<file path="src/rtl/ila_trig_seq_pkg.sv">
// ila_trig_seq_pkg: shared state encoding and config-vector slicing for the ILA trigger sequencer.
// Contents: state_t (IDLE/MATCH/DELAY/FIRED, matching state_o), default widths, field_lo() slice helper.
package ila_trig_seq_pkg;
  typedef enum logic [1:0] {
    ST_IDLE  = 2'd0,
    ST_MATCH = 2'd1,
    ST_DELAY = 2'd2,
    ST_FIRED = 2'd3
  } state_t;
  localparam int DEF_TRIGGER_W = 4;
  localparam int DEF_STAGES    = 4;
  localparam int DEF_CNT_W     = 16;
  // Low bit of stage k's field inside a flattened per-stage config vector of field width w.
  function automatic int field_lo(input int k, input int w);
    return k * w;
  endfunction
endpackage

</file>
<file path="src/rtl/ila_trig_seq_match.sv">
// ila_trig_seq_match: combinational care-masked pattern comparator for one sequencer stage.
// Ports: trig (registered trigger vector), mask (care bits), value (expected bits), hit (match).
module ila_trig_seq_match #(
  parameter int W = 4
) (
  input  logic [W-1:0] trig,
  input  logic [W-1:0] mask,
  input  logic [W-1:0] value,
  output logic         hit
);
  assign hit = ((trig ^ value) & mask) == '0;
endmodule

</file>
<file path="src/rtl/ila_trigger_seq.sv">
// ila_trigger_seq: multi-stage trigger sequencer producing one qualified trigger bit for an ILA core.
// Ports: clk_i/arst_n_i (async active-low reset)/cke_i (freezes all state), trigger_i (raw triggers),
//   arm_i/abort_i (control pulses), cfg_* (last stage, per-stage mask/value/count, post-match delay),
//   trig_o (qualified level), fire_o (rise pulse), state_o, stage_o.
// Optional: define ILA_TRIG_SEQ_TIMEOUT_EN to add cfg_timeout_i/timeout_o and the per-stage watchdog.
module ila_trigger_seq
  import ila_trig_seq_pkg::*;
#(
  parameter int TRIGGER_W = DEF_TRIGGER_W,
  parameter int STAGES    = DEF_STAGES,
  parameter int CNT_W     = DEF_CNT_W,
  parameter int STG_W     = $clog2(STAGES)
) (
  input  logic                        clk_i,
  input  logic                        arst_n_i,
  input  logic                        cke_i,
  input  logic [TRIGGER_W-1:0]        trigger_i,
  input  logic                        arm_i,
  input  logic                        abort_i,
  input  logic [STG_W-1:0]            cfg_last_stage_i,
  input  logic [STAGES*TRIGGER_W-1:0] cfg_mask_i,
  input  logic [STAGES*TRIGGER_W-1:0] cfg_value_i,
  input  logic [STAGES*CNT_W-1:0]     cfg_count_i,
  input  logic [CNT_W-1:0]            cfg_delay_i,
`ifdef ILA_TRIG_SEQ_TIMEOUT_EN
  input  logic [CNT_W-1:0]            cfg_timeout_i,
  output logic                        timeout_o,
`endif
  output logic                        trig_o,
  output logic                        fire_o,
  output logic [1:0]                  state_o,
  output logic [STG_W-1:0]            stage_o
);
  state_t             state, state_n;
  logic [STG_W-1:0]   stage, stage_n, last_l, last_n;
  logic [CNT_W-1:0]   mcnt, mcnt_n, dcnt, dcnt_n, delay_l, delay_n;
  logic [TRIGGER_W-1:0] trig_r;
  logic               fire_r, fire_n;
  logic [STAGES-1:0]  hits;
  logic [CNT_W-1:0]   cnts [STAGES];
  logic               hit, adv;
  logic [CNT_W-1:0]   need;
  logic [CNT_W:0]     mcnt_inc;
`ifdef ILA_TRIG_SEQ_TIMEOUT_EN
  logic [CNT_W-1:0]   wd, wd_n;
  logic [CNT_W:0]     wd_inc;
  logic               tmo_r, tmo_n;
`endif
  for (genvar k = 0; k < STAGES; k++) begin : g_stage
    ila_trig_seq_match #(.W(TRIGGER_W)) u_match (
      .trig  (trig_r),
      .mask  (cfg_mask_i[field_lo(k, TRIGGER_W) +: TRIGGER_W]),
      .value (cfg_value_i[field_lo(k, TRIGGER_W) +: TRIGGER_W]),
      .hit   (hits[k])
    );
    assign cnts[k] = cfg_count_i[field_lo(k, CNT_W) +: CNT_W];
  end
  assign hit  = hits[stage];
  // A programmed count of 0 behaves like 1 so a stage can never stall forever.
  assign need = cnts[stage] == '0 ? CNT_W'(1) : cnts[stage];
  // Compare one bit wider so counter+1 cannot wrap before the compare.
  assign mcnt_inc = {1'b0, mcnt} + (CNT_W+1)'(1);
  assign adv      = hit && mcnt_inc >= {1'b0, need};
`ifdef ILA_TRIG_SEQ_TIMEOUT_EN
  assign wd_inc = {1'b0, wd} + (CNT_W+1)'(1);
`endif
  always_comb begin
    state_n = state;
    stage_n = stage;
    mcnt_n  = mcnt;
    dcnt_n  = dcnt;
    last_n  = last_l;
    delay_n = delay_l;
`ifdef ILA_TRIG_SEQ_TIMEOUT_EN
    wd_n    = wd;
    tmo_n   = 1'b0;
`endif
    if (abort_i) begin
      state_n = ST_IDLE;
      stage_n = '0;
      mcnt_n  = '0;
      dcnt_n  = '0;
`ifdef ILA_TRIG_SEQ_TIMEOUT_EN
      wd_n    = '0;
`endif
    end else if (arm_i) begin
      state_n = ST_MATCH;
      stage_n = '0;
      mcnt_n  = '0;
      dcnt_n  = '0;
      last_n  = cfg_last_stage_i;
      delay_n = cfg_delay_i;
`ifdef ILA_TRIG_SEQ_TIMEOUT_EN
      wd_n    = '0;
`endif
    end else if (state == ST_MATCH) begin
      if (adv) begin
        mcnt_n = '0;
`ifdef ILA_TRIG_SEQ_TIMEOUT_EN
        wd_n   = '0;
`endif
        if (stage != last_l) stage_n = stage + STG_W'(1);
        else if (delay_l == '0) state_n = ST_FIRED;
        else begin
          state_n = ST_DELAY;
          dcnt_n  = delay_l - CNT_W'(1);
        end
      end else begin
        // Saturate rather than wrap on long runs of partial matches.
        if (hit) mcnt_n = &mcnt ? mcnt : mcnt_inc[CNT_W-1:0];
`ifdef ILA_TRIG_SEQ_TIMEOUT_EN
        if (stage != '0 && cfg_timeout_i != '0) begin
          if (wd_inc >= {1'b0, cfg_timeout_i}) begin
            stage_n = '0;
            mcnt_n  = '0;
            wd_n    = '0;
            tmo_n   = 1'b1;
          end else wd_n = wd_inc[CNT_W-1:0];
        end
`endif
      end
    end else if (state == ST_DELAY) begin
      state_n = dcnt == '0 ? ST_FIRED : ST_DELAY;
      dcnt_n  = dcnt == '0 ? dcnt : dcnt - CNT_W'(1);
    end
    fire_n = state_n == ST_FIRED && state != ST_FIRED;
  end
  always_ff @(posedge clk_i or negedge arst_n_i) begin
    if (!arst_n_i) begin
      state   <= ST_IDLE;
      stage   <= '0;
      mcnt    <= '0;
      dcnt    <= '0;
      last_l  <= '0;
      delay_l <= '0;
      trig_r  <= '0;
      fire_r  <= 1'b0;
    end else if (cke_i) begin
      state   <= state_n;
      stage   <= stage_n;
      mcnt    <= mcnt_n;
      dcnt    <= dcnt_n;
      last_l  <= last_n;
      delay_l <= delay_n;
      trig_r  <= trigger_i;
      fire_r  <= fire_n;
    end
  end
`ifdef ILA_TRIG_SEQ_TIMEOUT_EN
  always_ff @(posedge clk_i or negedge arst_n_i) begin
    if (!arst_n_i) begin
      wd    <= '0;
      tmo_r <= 1'b0;
    end else if (cke_i) begin
      wd    <= wd_n;
      tmo_r <= tmo_n;
    end
  end
  assign timeout_o = tmo_r;
`endif
  assign trig_o  = state == ST_FIRED;
  assign fire_o  = fire_r;
  assign state_o = state;
  assign stage_o = stage;
endmodule
</file>
<file path="config.mk">
export PLATFORM = sky130hd
export DESIGN_NAME = ila_trigger_seq
export DESIGN_NICKNAME = d
export VERILOG_FILES = /design/src/rtl/ila_trig_seq_pkg.sv /design/src/rtl/ila_trig_seq_match.sv /design/src/rtl/ila_trigger_seq.sv
export SDC_FILE = /design/constraint.sdc
export NUM_CORES = 1
export LEC_CHECK = 0
export BUFFER_PORTS_ARGS = -buffer_cell sky130_fd_sc_hd__buf_4
export CAP_MARGIN = 20
export CORE_MARGIN = 4
export CORE_UTILIZATION = 45
export DETAILED_ROUTE_END_ITERATION = 8
export PLACE_DENSITY_LB_ADDON = 0.3
export SLEW_MARGIN = 20
export SYNTH_ARGS = -nofsm -noshare
export SYNTH_HDL_FRONTEND = slang
export SYNTH_SLANG_ARGS = --single-unit
</file>
<file path="constraint.sdc">
create_clock -name clk_i -period 4.94 [get_ports clk_i]
set_input_delay 0.247 -clock clk_i [delete_from_list [all_inputs] [get_ports clk_i]]
set_output_delay 0.247 -clock clk_i [all_outputs]
set_load 0.02 [all_outputs]
</file>
**Word-level counts from Yosys, hierarchy flattened**

Index checks and enable logic that the tools add are counted.

- Register bits: 59
- Output and inout port bits: 6

- $add $sub $neg: 4
- Magnitude comparators: 3
- Equality and inequality tests: 11
- Mux-type cells: 33
- Bitwise operators: 10
- Reductions and logical operators: 19

Operators with widths:

| operator | count |
|---|---|
| $mux 16 | 17 |
| $logic_not 16->1 | 3 |
| $bmux 16 s2 | 1 |
| $sub 16x1->16 const B | 2 |
| $mux 2 | 11 |
| $ne 4x4->1 const B | 5 |
| $add 16x1->17 const B | 1 |
| $ge 17x16->1 | 1 |
| $and 4x4->4 | 4 |
| $logic_not 4->1 | 4 |
| $reduce_and 16->1 | 1 |
| $xor 4x4->4 | 4 |
| $reduce_bool 3->1 | 3 |
| $reduce_and 4->1 | 2 |
| $reduce_bool 4->1 | 2 |
| $eq 2x2->1 const B | 3 |
| $reduce_and 6->1 | 1 |
| $ge 3x3->1 const B | 1 |
| $lt 2x3->1 const B | 1 |
| $mux 1 | 3 |
| $not 2->3 | 1 |
| $reduce_and 3->1 | 1 |
| $add 2x1->2 const B | 1 |
| $bmux 1 s2 | 1 |
| 5 further kinds | 6 |

**Longest topological paths before layout**

- Word-level depth: 14
- Mapped depth: 18
- Mapped depth without buffers: 16

**Cells and area by module**

From an unflattened synthesis, not the netlist that was laid out.

- Cells, all modules: 481
- Area, all modules: 4710.8 sq um

Modules (own cells, without submodules):

| module | times used | cells each | area each (sq um) | seq. area each (sq um) |
|---|---|---|---|---|
| ila_trigger_seq | 1 | 457 | 4475.5 | 1476.4 |
| ila_trig_seq_match | 4 | 6 | 58.8 | 0.0 |

**Worst setup path after synthesis**

Ideal clock, no wire load.

- Path kind: register to register
- Start point: register stage[0], in the netlist stage_o[0]
- End point: register mcnt[7]
- Arrival: 3764 ps
- Required time: 4876 ps
- Path slack: 1112 ps
- Stages on the path, launching flop included: 15
- Buffers on the path: 4
- Cell sequence: dfrtp_1 -> buf_2 -> buf_2 -> mux4_2 -> nor4_1 -> a31o_2 -> ha_1 -> nor3_1 -> a2111oi_0 -> o2111ai_2 -> or3_1 -> buf_2 -> buf_6 -> o21bai_1 -> a21o_1

- Cells in the longest elaborated chain, start to end: 12
- Elaborated cells between the ends (all ways): 17

RTL lines:

| element | RTL line | text |
|---|---|---|
| start, declared | ila_trigger_seq.sv:35 | `logic [STG_W-1:0] stage, stage_n, last_l, last_n;` |
| start signal, assigned | ila_trigger_seq.sv:140 | `stage <= stage_n;` |
| $not 2->3 (not written as such) | ila_trigger_seq.sv:60 | `assign need = cnts[stage] == '0 ? CNT_W'(1) : cnts[stage];` |
| $bmux 16 s2 | ila_trigger_seq.sv:60 |  |
| $mux 16 (not written as such) (2 in a row) | ila_trigger_seq.sv:60 |  |
| $logic_not 16->1 | ila_trigger_seq.sv:60 |  |
| $mux 16 | ila_trigger_seq.sv:60 |  |
| $ge 17x16->1 | ila_trigger_seq.sv:63 | `assign adv = hit && mcnt_inc >= {1'b0, need};` |
| $logic_and 1x1->1 | ila_trigger_seq.sv:63 |  |
| $mux 16 | ila_trigger_seq.sv:97 | `if (adv) begin` |
| $mux 16 | ila_trigger_seq.sv:96 | `end else if (state == ST_MATCH) begin` |
| $mux 16 | ila_trigger_seq.sv:86 | `end else if (arm_i) begin` |
| $mux 16 | ila_trigger_seq.sv:78 | `if (abort_i) begin` |
| end signal, assigned | ila_trigger_seq.sv:141 | `mcnt <= mcnt_n;` |
| end, declared | ila_trigger_seq.sv:36 | `logic [CNT_W-1:0] mcnt, mcnt_n, dcnt, dcnt_n, delay_l, delay_n;` |

Parallel ways exist; a longest one is shown, timed or not. The select of a mux whose other input is x is not followed.
A chain may end at the register's enable or synchronous reset.

**Final worst setup path**

- Start point: register stage[1], in the netlist stage_o[1]
- End point: register dcnt[8]

- Cells in the longest elaborated chain, start to end: 10
- Elaborated cells between the ends (all ways): 14

RTL lines:

| element | RTL line | text |
|---|---|---|
| $not 2->3 (not written as such) | ila_trigger_seq.sv:60 |  |
| $bmux 16 s2 | ila_trigger_seq.sv:60 |  |
| $mux 16 (not written as such) (2 in a row) | ila_trigger_seq.sv:60 |  |
| $logic_not 16->1 | ila_trigger_seq.sv:60 |  |
| $mux 16 | ila_trigger_seq.sv:60 |  |
| $ge 17x16->1 | ila_trigger_seq.sv:63 |  |
| $logic_and 1x1->1 | ila_trigger_seq.sv:63 |  |
| $ne 4x4->1 (no source line) | - |  |
| $reduce_and 6->1 (no source line) * | - |  |
| end signal, assigned | ila_trigger_seq.sv:142 | `dcnt <= dcnt_n;` |
| end, declared | ila_trigger_seq.sv:36 |  |

Mark *: on every way between the ends. The rest lies on a longest branch, timed or not. The select of a mux whose other input is x is not followed.

==> results.json <==
{
  "path_cells": "mux4_2 -> inv_1 -> nand4_1 -> nor4_1 -> a31o_2 -> ha_1 -> nor3_1 -> a2111oi_0 -> o2111ai_2 -> o211ai_1 -> nand2_1 -> nand3_1 -> o21ai_0",
  "htree_levels": 3,
  "antenna_found_initial": 0,
  "cts_setup_buffers": 0,
  "n_antenna_cell": 0,
  "io_buffers": 128,
  "start_kind": "flip-flop",
  "violations": "hold timing",
  "async_reset_ff_share_pct": 100.0,
  "vias": 4054,
  "hold_class": "in2async",
  "period_minus_slack_ps": 4509,
  "yosys_warnings": 0,
  "crit_fanout": 21,
  "grt_pass1_vias": 4034,
  "setup_viol": 0,
  "required_ps": 5120,
  "die_y_um": 108.8,
  "rsz0062_at_grt": "false",
  "ctsHoldBuffers": 0,
  "slowest_delay_ps": 980,
  "design.core.area_um2": 9819,
  "max_slew.worst_pin.slew_ps": 973.8,
  "floorplan.initialDensity_pct": 46.55,
  "final_area_um2": 5743,
  "synth-edff-count": 0,
  "fp-row-count": 36,
  "routed_wl_mm": 12.56,
  "ir_worst_vdd_mv": 0.1557,
  "drive_above_1_share_pct": 34.24,
  "avgViaCountPerCell": 5.607,
  "synth-seq-cells": 59,
  "crit_type": "reg2reg",
  "final_nets": 730,
  "status": "finished, violations left",
  "dr.pass1.iters": 4,
  "max_clock_freq_mhz": 221.8,
  "critical_path.endpoint_type": "flip-flop",
  "synthCells": 470,
  "route.detailed.drc": 0,
  "timing.rr.end": "dcnt[8]$_DFFE_PN0P_",
  "clock_skew_ps": 9.317,
  "post_dp_cell_area_um2": 5583,
  "synth_area_um2": 4571,
  "final_cells": 723,
  "cts_buffers": 9,
  "reg2reg_depth": 13,
  "grt_usage_pct": 21.49,
  "cts_root_buffer": "clkbuf_8",
  "syn-num-nets": 614,
  "cts_tree": "built",
  "cp_top_family": "compound AO/OA/AOI/OAI gates",
  "gp_congestion": 0.8247,
  "n_fill_cell": 863,
  "grt_overflow": 0,
  "ant_nets": 0,
  "hold_violations": 26,
  "worstPathArrival_ps": 4690,
  "relSlewSlack_pct": 35.08,
  "maxSlewViolCount": 0,
  "die-area_um2": 11830,
  "worst-path-buf-inv": 1,
  "wire_per_inst_um": 17.37,
  "powerDensity_nw_per_um2": 257.8,
  "clk_latency_ps": 340,
  "reg2reg_slack_ps": 430,
  "clock_sink_count": 59,
  "grt_pass1_wl_mm": 19.99,
  "finalCritPeriodShare_pct": 91.28,
  "power_w": 0.001481,
  "cp_slowest_cell": "dfrtp_1",
  "drv_cap": 0,
  "ctsLongestPathBuffers": 2,
  "whs_ps": -18.41,
  "seq_area_frac_synth_pct": 32.30,
  "regToRegStartpoint": "stage_o[1]$_DFFE_PN0P_",
  "pin_count": 129,
  "p_leak_nw": 2.728,
  "syn_avg_cell_area_um2": 9.725,
  "dpl.cell_count": 708,
  "synth_flop_cell": "dfrtp_1",
  "cts-resized-gates": 0,
  "setup_tns_ps": 0,
  "drtIter0Drc": 187,
  "die_w_um": 108.8,
  "cts.reportedPaths.clkPinSlew_ps": 60,
  "synth.distinct_cells": 64,
  "post-dp-hpwl_mm": 9.727,
  "grt_max_degree": 60,
  "synthToLayoutAreaGrowth_pct": 25.65
}
-- how the worst max path moves through the flow --
stage,slack [ps],cells after the start,end,from
global placement,640,14,dcnt[14]$_DFFE_PN0P_,stage_o[0]$_DFFE_PN0P_
floorplan,1110,14,mcnt[7]$_DFFE_PN0P_,stage_o[0]$_DFFE_PN0P_
detailed placement,500,13,dcnt[8]$_DFFE_PN0P_,stage_o[1]$_DFFE_PN0P_
global route,200,13,dcnt[12]$_DFFE_PN0P_,stage_o[1]$_DFFE_PN0P_
finish,430,13,dcnt[8]$_DFFE_PN0P_,stage_o[1]$_DFFE_PN0P_
CTS,480,13,dcnt[8]$_DFFE_PN0P_,stage_o[1]$_DFFE_PN0P_
-- stage by stage --
stage / util [%] / hold slack, ps / setup WS, ps
floorplan: - / -48.59 / 1112
global placement: 56.86 / 374.6 / 636.2
detailed placement: 56.86 / 378.2 / 495.4
CTS: 58.49 / 13.44 / 477.4
global route: 58.49 / 35.06 / 199.4
finish: 58.49 / -18.41 / 431.0
-- cells by family (layout without fill, tap and decap cells) --
| logic type | count (synthesis) | after routing | synth area share [%] |
|---|---|---|---|
| AOI/OAI and AO/OA | 104 | 104 | 15.60 |
| buffers and inverters | 62 | 182 | 5.886 |
| muxes | 44 | 44 | 14.70 |
| DFF | 59 | 59 | 32.30 |
| adders and majority gates | 21 | 21 | 5.749 |
| xor gates and xnor gates | 48 | 48 | 9.198 |
| and+or+nand+nor | 132 | 132 | 16.56 |
-- layout make-up --
class	instances	area [um^2]	share of cell area (%)
timing repair buffer	130	975.9	16.99
clock buffer	12	145.1	2.527
inverter	37	138.9	2.418
tap	133	166.4	2.898
multi-input combinational	349	2825	49.19
clock inverter	3	15.01	0.2614
sequential	59	1476	25.71
-- layer usage --
metal	wire, um	GRT usage, %
met4	134	4.959
met1	5349	28.29
met5	0	0
met3	675	5.388
met2	6399	35.75
-- cells in the final DEF, fill, tap and decap left out, types with 20 or more instances in the layout --
master,count
inv_1,37
dfrtp_1,59
mux2_2,22
nor2_1,23
ha_1,21
nor3_1,20
xor2_1,27
xnor2_1,21
buf_4,130
a21oi_1,27
nand2_1,23
-- registers in the layout, summed over array words and instances (netlist names) --
name,cells
trig_r,4
last_l,2
delay_l,16
mcnt,16
stage_o,2
fire_o,1
dcnt,16
state_o,2
-- synth_stat cells, types with 6 or more instances --
cell type | instances | area (um^2)
dfrtp_1 | 59 | 1476
inv_1 | 37 | 138.9
a21oi_1 | 27 | 135.1
xor2_1 | 27 | 236.5
nand2_1 | 23 | 86.33
nor2_1 | 23 | 86.33
mux2_2 | 22 | 247.7
ha_1 | 21 | 262.8
xnor2_1 | 21 | 183.9
nor3_1 | 20 | 100.1
mux4_2 | 16 | 360.4
nand3_1 | 16 | 80.08
o21ai_0 | 14 | 70.07
o22ai_1 | 11 | 68.82
nor4_1 | 9 | 56.30
a21o_1 | 8 | 60.06
a22o_1 | 8 | 70.07
buf_2 | 8 | 40.04
clkbuf_1 | 8 | 30.03
and3_1 | 6 | 37.54
nor3b_1 | 6 | 45.04
-- power by group --
| group | switching, W | leakage, nW | total, W | internal, W |
|---|---|---|---|---|
| registers | 0.0000508 | 0.775 | 0.000572 | 0.000521 |
| logic | 0.000258 | 1.87 | 0.000531 | 0.000274 |
| clock network | 0.000187 | 0.0860 | 0.000377 | 0.000191 |
| total | 0.000495 | 2.73 | 0.00148 | 0.000986 |
No activity file was read; power rests on OpenSTA's default activity.
